## src/rtl/if_stage_pkg.sv

```systemverilog
`default_nettype none
// ============================================================================
//  Module      : if_stage_pkg
//  Description : Shared definitions for the instruction-fetch stage: the NOP
//                encoding and the fetch FSM state encoding.
//  Revision    : 1.0 - initial release
// ============================================================================
package if_stage_pkg;

    // addi x0, x0, 0
    localparam logic [31:0] NOP_INST = 32'h0000_0013;

    typedef enum logic [1:0] {
        S_REQ  = 2'd0,   // driving a fetch request
        S_WAIT = 2'd1,   // request accepted, awaiting response
        S_HOLD = 2'd2,   // response parked while decode is stalled
        S_DROP = 2'd3    // redirected while in flight, discard next response
    } fetch_state_t;

endpackage
`default_nettype wire

```

## src/rtl/if_stage.sv

```systemverilog
`default_nettype none
// ============================================================================
//  Module      : if_stage
//  Description : Instruction-fetch stage. Issues one imem read per PC value
//                (at most one outstanding), owns the IF/ID register and a
//                1-entry hold buffer for decode stalls, and drives pause back
//                to the PC register. Redirects discard in-flight fetches.
//  Revision    : 1.0 - initial release
// ============================================================================
module if_stage
    import if_stage_pkg::*;
#(
    parameter int          XLEN = 32,
    parameter logic [31:0] NOP  = NOP_INST
) (
    input  logic            clock,
    input  logic            reset,
    input  logic [XLEN-1:0] pc,
    input  logic            flush,
    input  logic            stall,
    output logic            pause,
    output logic            imem_req_valid,
    input  logic            imem_req_ready,
    output logic [XLEN-1:0] imem_req_addr,
    input  logic            imem_rsp_valid,
    input  logic [31:0]     imem_rsp_data,
    output logic            id_valid,
    output logic [XLEN-1:0] id_pc,
    output logic [31:0]     id_inst
);

    fetch_state_t    state;
    fetch_state_t    state_next;

    logic [XLEN-1:0] req_pc;
    logic            hold_valid;
    logic [31:0]     hold_data;
    logic [XLEN-1:0] hold_pc;

    logic            accept;
    logic            deliver;
    logic            park;
    logic [XLEN-1:0] deliver_pc;
    logic [31:0]     deliver_inst;

    // Request interface: only in REQ, and never while reset is held.
    assign imem_req_valid = (state == S_REQ) && !reset;
    assign imem_req_addr  = pc;
    assign accept         = imem_req_valid && imem_req_ready;

    // PC advances once per delivered instruction; a redirect always releases it.
    assign pause = reset || !(deliver || flush);

    // Next-state logic plus deliver/park decisions.
    always_comb begin
        state_next   = state;
        deliver      = 1'b0;
        park         = 1'b0;
        deliver_pc   = req_pc;
        deliver_inst = imem_rsp_data;
        case (state)
            S_REQ: begin
                if (accept)
                    state_next = flush ? S_DROP : S_WAIT;
            end
            S_WAIT: begin
                if (imem_rsp_valid) begin
                    if (flush) begin
                        state_next = S_REQ;
                    end else if (stall) begin
                        park       = 1'b1;
                        state_next = S_HOLD;
                    end else begin
                        deliver    = 1'b1;
                        state_next = S_REQ;
                    end
                end else if (flush) begin
                    state_next = S_DROP;
                end
            end
            S_HOLD: begin
                deliver_pc   = hold_pc;
                deliver_inst = hold_data;
                if (flush) begin
                    state_next = S_REQ;
                end else if (!stall) begin
                    deliver    = hold_valid;
                    state_next = S_REQ;
                end
            end
            S_DROP: begin
                if (imem_rsp_valid)
                    state_next = S_REQ;
            end
            default: state_next = S_REQ;
        endcase
    end

    // Fetch FSM state register.
    always_ff @(posedge clock) begin
        if (reset) state <= S_REQ;
        else       state <= state_next;
    end

    // Capture the PC of the accepted request so the response can be tagged.
    always_ff @(posedge clock) begin
        if (reset)       req_pc <= '0;
        else if (accept) req_pc <= pc;
    end

    // One-entry hold buffer: filled on a stalled response, emptied on
    // delivery or redirect.
    always_ff @(posedge clock) begin
        if (reset) begin
            hold_valid <= 1'b0;
            hold_data  <= NOP;
            hold_pc    <= '0;
        end else if (park) begin
            hold_valid <= 1'b1;
            hold_data  <= imem_rsp_data;
            hold_pc    <= req_pc;
        end else if (state == S_HOLD && (flush || !stall)) begin
            hold_valid <= 1'b0;
        end
    end

    // IF/ID register: reset > flush > stall > deliver > bubble.
    always_ff @(posedge clock) begin
        if (reset) begin
            id_valid <= 1'b0;
            id_pc    <= '0;
            id_inst  <= NOP;
        end else if (flush) begin
            id_valid <= 1'b0;
            id_inst  <= NOP;
        end else if (stall) begin
            id_valid <= id_valid;
        end else if (deliver) begin
            id_valid <= 1'b1;
            id_pc    <= deliver_pc;
            id_inst  <= deliver_inst;
        end else begin
            id_valid <= 1'b0;
            id_inst  <= NOP;
        end
    end

endmodule
`default_nettype wire

```

## config.mk

```make
export PLATFORM = sky130hd
export DESIGN_NAME = if_stage
export DESIGN_NICKNAME = d
export VERILOG_FILES = /design/src/rtl/if_stage_pkg.sv /design/src/rtl/if_stage.sv
export SDC_FILE = /design/constraint.sdc
export NUM_CORES = 1
export LEC_CHECK = 0
export BUFFER_PORTS_ARGS = -buffer_cell sky130_fd_sc_hd__buf_4
export CAP_MARGIN = 20
export CORE_MARGIN = 1.5
export CORE_UTILIZATION = 45
export CTS_BUF_LIST = sky130_fd_sc_hd__clkbuf_16
export DETAILED_ROUTE_END_ITERATION = 8
export PLACE_DENSITY = 0.68
export SLEW_MARGIN = 5
export SYNTH_ARGS = -nofsm -noshare
export SYNTH_HDL_FRONTEND = slang
export SYNTH_SLANG_ARGS = --single-unit
```

## constraint.sdc

```tcl
create_clock -name clock -period 2.22 [get_ports clock]
set_clock_uncertainty 0.15 [all_clocks]
set_input_delay 0 -clock clock [delete_from_list [all_inputs] [get_ports clock]]
set_output_delay 0 -clock clock [all_outputs]
set_load 0.05 [all_outputs]
```

; After elaboration in Yosys (flattened, before gate mapping)
; Index checks and enable logic that the tools add are counted.
[word_totals]
input_bits = 70
out_inout_bits = 99
regBits = 164
word_cells = 57
[classes]
reduce_logical = 14
eq_ne = 7
n_mux = 26
bitwise_logic = 2
[op_table]
columns = cell, n
row1 = two-way mux 32 bit, 3
row2 = two-way mux 2 bit, 9
row3 = two-way mux 1 bit, 12
row4 = case mux 2 bit (4 select lines), 1
row5 = inequality test 3 bit (second input constant), 2
row6 = equality test 2 bit (second input constant), 2
row7 = inequality test 2 bit (second input constant), 2
row8 = AND reduction 4 bit, 1
row9 = logical AND 1 bit, 3
row10 = logical NOT 1 bit, 3
row11 = logical OR 1 bit, 3
row12 = AND reduction 3 bit, 1
row13 = equality test 2 x 1 -> 1 bit (second input constant), 1
row14 = logical NOT 2 bit, 1
row15 = inverter 1 bit, 2
row16 = case mux 1 bit (2 select lines), 1
row17 = nonzero test 2 bit, 1
row18 = OR reduction 2 bit, 1

; Logic depth before layout (Yosys ltp)
; Gate-level depths: netlist (run 1).
[logic_depth]
word_depth = 7
depth_mapped = 8
ltp_nobuf = 6

; Worst setup path after synthesis (run 1)
; OpenSTA, ideal clock, no wires.
[synth_path]
path_kind = reg-to-reg
from = reg state[0]
to = reg req_pc[2]
path_slack_ns = -0.194
setup_ns = 0.074
arrival_ns = 2.189
t_required_ns = 1.996
path_stages_with_launch = 9
path_buffers = 2
period_less_slack_ns = 2.414
path_cell_list = dfxtp_1 > inv_1 > ha_1 > nor2b_1 > and2_1 > clkbuf_1 > clkbuf_1 > nand2_1 > o21ai_0
[synth_via]
elab_chain_len = 3
[synth_lines]
columns = item, line
row1 = "start, declared", if_stage.sv:32  ; fetch_state_t state;
row2 = "start signal, assigned", if_stage.sv:102  ; else state <= state_next;
row3 = logical NOT 2 bit, if_stage.sv:47  ; assign imem_req_valid = (state == S_REQ) && !reset;
row4 = logical AND 1 bit, if_stage.sv:47
row5 = named net imem_req_valid, if_stage.sv:22  ; output logic imem_req_valid,
row6 = logical AND 1 bit, if_stage.sv:49  ; assign accept = imem_req_valid && imem_req_ready;
row7 = "end signal, assigned", if_stage.sv:108  ; else if (accept) req_pc <= pc;
row8 = "end, declared", if_stage.sv:35  ; logic [XLEN-1:0] req_pc;
; The timed path passes the listed nets, and every way through them passes these cells.
; A chain may end at the register's enable or synchronous reset.

; Worst setup path after layout (run 1)
[layout_path]
from = reg state[1]
to = out pause
[layout_via]
elab_chain_len = 5
word_cells_on_any_way = 6
classes_between = 2 x eq/ne / 1 x mux / 3 x reduce/logical
[layout_lines]
columns = item, line
row1 = equality test 2 bit or equality test 2 x 1 -> 1 bit (tied branches), if_stage.sv:61  ; case (state)
row2 = case mux 1 bit (2 select lines) *, if_stage.sv:61
row3 = logical OR 1 bit *, if_stage.sv:52  ; assign pause = reset || !(deliver || flush);
row4 = logical NOT 1 bit *, if_stage.sv:52
row5 = logical OR 1 bit *, if_stage.sv:52
row6 = "end, declared", if_stage.sv:21  ; output logic pause,
; Every way passes the cells marked *; elsewhere a longest branch is shown, timed or not.

==> summary.md, run 1 <==
| Metric | Value |
|---|---|
| Dominant combinational cell family by area after synthesis | `simple AND/OR/NAND/NOR gates` |
| Worst-path fanout max | `4` |
| XOR/XNOR Fraction of Synth Area | `0%` |
| Layout area overhead | `39.5%` |
| Syn Area/Cell | `around 8.6 sq um` |
| Post-synthesis cell type count | `27` |
| Sw Share | `around 28%` |
| Io pins | `roughly 170` |
| Worst slew pin tran | `0.651 ns` |
| FMAX | `466 MHz` |
| Clock power frac | `36.6%` |
| Starting Density | `a little under half` |
| Rows | `44` |
| EDFF count, synth | `0` |
| Async set or reset register ratio after synthesis | `0%` |
| Vias post-DR | `roughly 5800` |
| Routed WL | `between 15 and 20 mm` |
| Logic pwr share | `22.6%` |
| Final period util | `between 90% and 100%` |
| Core area | `14600 sq um` |
| Clock sink count | `164` |
| Part of the power in registers | `roughly two fifths` |
| Routed len/inst | `14.5 um` |
| Post-Syn Area | `slightly below 7000 sq um` |
| Synthesis Warnings | `0` |
| Multi-input logic area | `about 3000 sq um` |
| Max-slew violations | `0` |
| Gr usage total | `between 20% and 30%` |
| DR pass1 iterations | `4` |
| Die area | `between 15000 and 20000 sq um` |
| Final setup fails | `0` |
| Sw Pwr | `0.00231 W` |
| Slowest stage delay, CP | `around 0.4 ns` |
| CP max stage cell | `a2111oi_4` |
| Pin count of the biggest net entering global routing | `67` |
| CTS tree | `built` |
| Synth Area in Adders | `less than 1%` |
| Setup crit start | `state[1]` |
| Register area | `approximately 3300 sq um` |
| Pint | `around 0.0058 W` |
| Worst slew margin | `between 50 and 60%` |
| GP Congestion | `about 0.76` |
| Post-layout nets | `1040` |
| DR vias/cell | `around 5` |
| Antenna-violating nets left | `0` |
| Vias in the first global route | `5495` |
| Total gr overflow | `0` |
| Final hold viol count | `0` |
| Root Buffer | `clkbuf_16` |
| Fraction of layout cells with a size suffix above 1 | `about a quarter` |
| Buffers on Ports | `between 150 and 200` |
| Multiplexer area fraction after synthesis | `10.0%` |
| Critical Setup Path Class | `reg -> out` |
| Post-Place Worst Slack | `between 0.05 and 0.06 ns` |
| Die span in y | `between 100 and 150 um` |
| Hold Path Origin | `pc[22]` |
| PD cells | `865 nW/um^2` |
| Clk_lat worst skew | `around 0.42 ns` |
| Outcome | `complete, no violations` |
| Top FF cell, synth | `dfxtp_1` |
| Critical path arrival | `approximately 2 ns` |
| Initial antenna violation count | `0` |
| Chip width | `125 um` |
| CP Launch Type | `flip-flop` |
| DP HPWL | `~9.4 mm` |
| Post-synthesis sequential area ratio | `between 40 and 50%` |
| Setup WS post-layout | `around 0.076 ns` |
| Clock slew at reported path FFs | `roughly 0.06 ns` |
| Compound-Gate Fraction of Synth Area | `between 15 and 20%` |
| Antenna Cells | `0` |
| FF+latch count, synth | `between 150 and 200` |
| Drt drc | `0` |
| Fin crit period | `2.14 ns` |
| DRT iter0 DRCs | `396` |
| CTS Buffer Depth | `2` |
| Mapped Cells | `781` |
| Number of fill cells | `1216` |
| First-pass GRT wire length | `27.2 mm` |
| R2r startpoint | `state[1]` |
| Worst hold path type | `in -> reg` |
| CTS H-tree depth | `4` |
| Critical path required time | `2.07 ns` |
| Simple-Gate Fraction of Synth Area | `between 10% and 20%` |
| Num CTS Buffers | `17` |
| Post-synthesis net count | `856` |
| Most used cell, CP | `buf_4` |
| Static leakage | `around 3.6 nW` |
| VDD IR max | `between 0.5 and 0.6 mV` |
| Max_cap viols | `0` |
| Worst path cell trace | `inv_4 -> ha_4 -> nand2_4 -> a2111oi_4 -> buf_4 -> buf_12 -> o21bai_1 -> buf_4` |
| Pwr Total | `approximately 0.0081 W` |
| Crit end category | `output pin` |
## power groups by stage
stage / logic (W) / registers, W / clock network, W
after CTS: 0.00183 / 0.00330 / 0.00303
after global routing: 0.00199 / 0.00335 / 0.00315
after detailed placement: 0.00169 / 0.00336 / 0
final: 0.00184 / 0.00332 / 0.00298
after floorplan: 0.00115 / 0.00344 / 0
after global placement: 0.00168 / 0.00336 / 0
## logic make-up (layout without fill, tap and decap cells)
family | Yosys count | after routing
mux | 64 | 64
buf+inv | 100 | 297
fa+ha+maj | 5 | 5
flops | 164 | 164
compound gates | 168 | 168
simple gates | 280 | 280
## final timing paths
path / slack, ns / endpoint / depth (start not counted)
setup / recovery: 0.08 / pause / 8
hold / removal: 0.18 / req_pc[22] / 4
setup reg to reg: 0.15 / id_pc[31] / 9
hold reg to reg: 0.30 / hold_pc[14] / 2
## registers in the layout, indices dropped and copies added, names as in the netlist
| name | flops |
|---|---|
| id_valid | 1 |
| id_pc | 32 |
| id_inst | 32 |
| hold_pc | 32 |
| hold_data | 32 |
| hold_valid | 1 |
| state | 2 |
| req_pc | 32 |
## what timing repair did
| action | in CTS | in global routing |
|---|---|---|
| setup endpoints to repair | 1 | 42 |
| cloned | 3 | 0 |
| buffers inserted | 5 | 1 |
| endpoints found under the hold margin | 129 | 0 |
| pin swaps | 1 | 2 |
| gates resized for setup | 6 | 7 |
| hold buffers | 69 | 0 |
## cells in the final DEF, fill, tap and decap left out, drive strengths merged
cell and count:
a22oi 29, clkinvlp 1, or4 1, or2 3
clkinv 8, clkbuf 17, and2 1, a21oi 67
a2111oi 1, nand2b 36, nor2 65, inv 9
nand2 167, buf 187, mux2i 35, a22o 3
o21a 1, mux2 29, nor2b 4, bufinv 4
ha 5, dfxtp 164, o21ai 32, o32ai 1
bufbuf 2, a41oi 1, a211oi 32, o21bai 1
dlygate4sd3 69, nand3b 3
## layout make-up
cell class / instances / share of cell area [%]
well taps: 184 / 2.45
inverters: 7 / 0.333
flip-flops and latches: 164 / 35.0
clock inverters: 15 / 1.82
clock buffers: 17 / 4.52
repair buffers: 258 / 24.0
multi-input cells: 517 / 31.9
## stage by stage
stage / TNS [ns] / utilization, % / std cells / hold WS (ns) / area, sq um
2_1_floorplan: 0 / - / 781 / -0.0525 / 6750
3_3_place_gp: 0 / 54.5 / 1052 / 0.0557 / 7950
3_5_place_dp: 0 / 54.5 / 1052 / 0.0608 / 7950
4_1_cts: 0 / 64.2 / 1161 / 0.159 / 9370
5_1_grt: -0.00872 / 64.5 / 1162 / 0.178 / 9400
6_report: 0 / 64.5 / 1162 / 0.176 / 9400
## synth_stat cells, types with 3 or more instances
master	instances	area, sq um
a211oi_1	32	240
a21oi_1	67	335
a22o_1	3	26.3
a22oi_1	29	218
buf_1	3	11.3
buf_2	7	35.0
buf_4	32	240
clkbuf_1	51	191
dfxtp_1	164	3280
ha_1	5	62.6
inv_1	7	26.3
mux2_2	29	327
mux2i_1	35	350
nand2_1	167	627
nand2b_1	36	225
nand3b_1	3	22.5
nor2_1	65	244
nor2b_1	4	25.0
o21ai_0	32	160
or2_2	3	18.8
## per-layer routing
layer	GRT usage (%)	wire length (um)	vias to the layer above
met4	7.89	226	0
met2	34.9	8060	137
met3	4.71	687	18
met1	27.9	7850	2689
met5	0	0	-
li1	-	-	2958
## worst max-delay path, delay by kind of cell (launching register included)
family / cells / cell delay (ns)
AOI/OAI and AO/OA: 2 / 0.45
buffers and inverters: 4 / 0.55
and+or+nand+nor: 1 / 0.07
DFF: 1 / 0.35
adders and majority gates: 1 / 0.16
(Power assumes the default switching activity.)
==> inputs of run 2 (changes only) <==
Settings changed: CORE_UTILIZATION 45 to 30, PLACE_DENSITY 0.68 to 0.49.
==> run 2 against run 1 <==
Against the previous run: the run now ends with DRC left; clock power grew 3%; via count shrank 0.55%; hold slack lost 0.0029 ns; core utilization shrank 21 points; fmax grew 0.61%; wire length grew 11%; critical path depth is the same; sequential share of layout area shrank 0.40 points; die area grew 49%; first-iteration DRC count shrank 31%; power grew 1.1%; largest power group unchanged; highest routed layer unchanged.
==> summary.md, run 2 (synthesis results as in run 1) <==
| Metric | Value |
|---|---|
| Outcome | `finished with violations` |
| Failing checks | `DRC` |
| Final cell utilization of the core | `43.3% (-21 points)` |
| R2R setup slack | `0.15 ns (about the same)` |
| DP HPWL | `10.9 mm (+17%)` |
| First-pass GRT wire length | `29.5 mm (+8.3%)` |
| DR vias/cell | `4.59 (-8.1%)` |
| Fin crit period | `2.13 ns (-0.0130 ns)` |
| Number of fill cells | `2203 (+81%)` |
| VDD IR max | `0.413 mV (-24%)` |
| Clk_lat worst skew | `0.43 ns (about the same)` |
| Setup crit start | `state[0]` |
| Max-slew violations | `0 (unchanged)` |
| Worst-path fanout max | `4 (unchanged)` |
| Hold Path Origin | `pc[20]` |
| Worst slew margin | `52.5% (-4.1 points)` |
| Placed Area | `8060 sq um (+1.4%)` |
| Post-layout nets | `1040 (unchanged)` |
| Reg2Reg Depth | `9 (unchanged)` |
| R2r startpoint | `state[0]` |
| Die area | `23400 sq um (+49%)` |
| Pin count of the biggest net entering global routing | `58 (-13%)` |
| Most used cell, CP | `buf_4` |
| Chip width | `153 um (+22%)` |
| Antenna Cells | `0 (unchanged)` |
| Clock sink count | `164 (unchanged)` |
| Most common cell after layout, fill and taps aside | `buf_4` |
| Critical path arrival | `1.98 ns (about the same)` |
| Max_cap viols | `0 (unchanged)` |
| CTS tree | `built` |
| Starting Density | `30.7% (-16 points)` |
| Initial antenna violation count | `0 (unchanged)` |
| Worst path cell trace | `inv_2 -> ha_1 -> inv_1 -> a2111oi_4 -> buf_4 -> buf_12 -> o21bai_1 -> buf_4` |
| Io pins | `169 (unchanged)` |
| Worst hold path type | `in -> reg` |
| WP buf/inv | `5 (+1)` |
| Critical path required time | `2.07 ns (about the same)` |
| Drt drc | `11 (+11)` |
| FMAX | `469 MHz (+0.61%)` |
| Worst Hold End | `req_pc[20]` |
| Final instance area | `9510 sq um (+1.1%)` |
| Layout area overhead | `41.0%` |
| CTS Buffer Depth | `2 (unchanged)` |
| Most frequent cells in the layout | `buf_4, nand2_1, dfxtp_1` |
| Top delay family on crit path | `buffers and inverters` |
| DRT iter0 DRCs | `273 (-31%)` |
| CTS H-tree depth | `4 (unchanged)` |
| Final setup fails | `0 (unchanged)` |
| Final period util | `96.0% (-0.59 points)` |
| Hold path cells | `4 (unchanged)` |
| GP Congestion | `0.736 (-3.0%)` |
| Routed len/inst | `14.8 um (+2.2%)` |
| Final hold slack | `0.173 ns (-0.00289 ns)` |
| Root Buffer | `clkbuf_16` |
| Worst slew pin tran | `0.713 ns (+0.0621 ns)` |
| PD cells | `865 nW/um^2 (about the same)` |
| Critical Setup Path Class | `reg -> out` |
| Crit end category | `output pin` |
| Buffers on Ports | `168 (unchanged)` |
| Vias post-DR | `5770 (-0.55%)` |
| Core area | `22000 sq um (+51%)` |
| Final hold viol count | `0 (unchanged)` |
| Slowest stage delay, CP | `0.37 ns (-0.03 ns)` |
| Total gr overflow | `0 (unchanged)` |
| Die span in y | `153 um (+22%)` |
| Num CTS Buffers | `17 (unchanged)` |
| Gr usage total | `15.9% (-5.5 points)` |
| Static leakage | `3.58 nW (-0.52%)` |
| Rows | `54 (+23%)` |
| Antenna-violating nets left | `0 (unchanged)` |
| CP max stage cell | `dfxtp_2` |
| Vias in the first global route | `5546 (+0.93%)` |
| Fraction of layout cells with a size suffix above 1 | `26.5% (unchanged)` |
| CP Launch Type | `flip-flop` |
| DR pass1 iterations | `7 (+3)` |
| Routed WL | `18.6 mm (+11%)` |
| Clock slew at reported path FFs | `0.06 ns (about the same)` |
| Worst reg2reg path endpoint | `id_pc[16]` |
==> run 2: changes by cell type in the layout (fill, tap and decap cells not counted), moves of 2 or more <==
| cell | delta |
|---|---|
| clkinv_4 | +2 |
| inv_2 | +2 |
| buf_12 | -2 |
| inv_4 | -2 |
| inv_6 | +2 |
| clkinv_2 | -5 |
==> run 2: worst max-delay path by stage <==
stage | to | slack [ns] | cells after the start
floorplan | req_pc[2] | 0.09 | 8
global placement | id_inst[0] | 0.11 | 7
detailed placement | id_pc[31] | 0.07 | 7
CTS | id_pc[5] | 0.006 | 8
global route | pause | -0.0004 | 8
finish | pause | 0.09 | 8
==> run 2: layer usage <==
| metal | vias to the layer above | part of all wire [%] | GRT usage (%) |
|---|---|---|---|
| met5 | - | 0 | 0 |
| met4 | 0 | 1.7 | 6.26 |
| met3 | 15 | 3.4 | 2.75 |
| met2 | 125 | 45 | 25.0 |
| met1 | 2664 | 50 | 21.5 |
| li1 | 2966 | - | - |
==> run 2: layout make-up <==
type | instances | area, sq um | area share, %
Tap cell | 280 | 350 | 3.69
Multi-Input combinational cell | 517 | 2980 | 31.4
Clock buffer | 17 | 425 | 4.47
Timing Repair Buffer | 258 | 2250 | 23.6
Inverter | 7 | 26.3 | 0.276
Clock inverter | 15 | 189 | 1.99
Sequential cell | 164 | 3290 | 34.6
==> run 2: report_power, final <==
group | internal, W | switching, W
Clock | 0.00187 | 0.00120
Combinational | 0.000798 | 0.00104
Sequential | 0.00316 | 0.000151
==> run 2: worst register-to-register path, delay by kind of cell (launching register included) <==
family	cells	cell delay, ns
AND/OR/NAND/NOR	1	0.06
AO/OA/AOI/OAI	2	0.46
buffers and inverters	5	0.67
flip-flops	1	0.37
adder cells (fa/ha/maj)	1	0.28
==> run 2: what timing repair did <==
item	in CTS	in global routing
hold buffers	69	0
buffers inserted	3	1
pin swaps	1	1
hold endpoints to repair	121	0
gates resized for setup	9	3
gates cloned	2	1
endpoints found under the setup margin	1	46
==> run 2: stage by stage <==
stage                     instances  worst slack [ns]    TNS, ns  power [W]
after floorplan                 781            0.0923          0    0.00459
after global placement         1150             0.106          0    0.00509
after detailed placement       1150            0.0749          0    0.00509
after CTS                      1256           0.00633          0    0.00833
after global routing           1258         -0.000431  -0.000431    0.00864
final                          1258            0.0886          0    0.00823
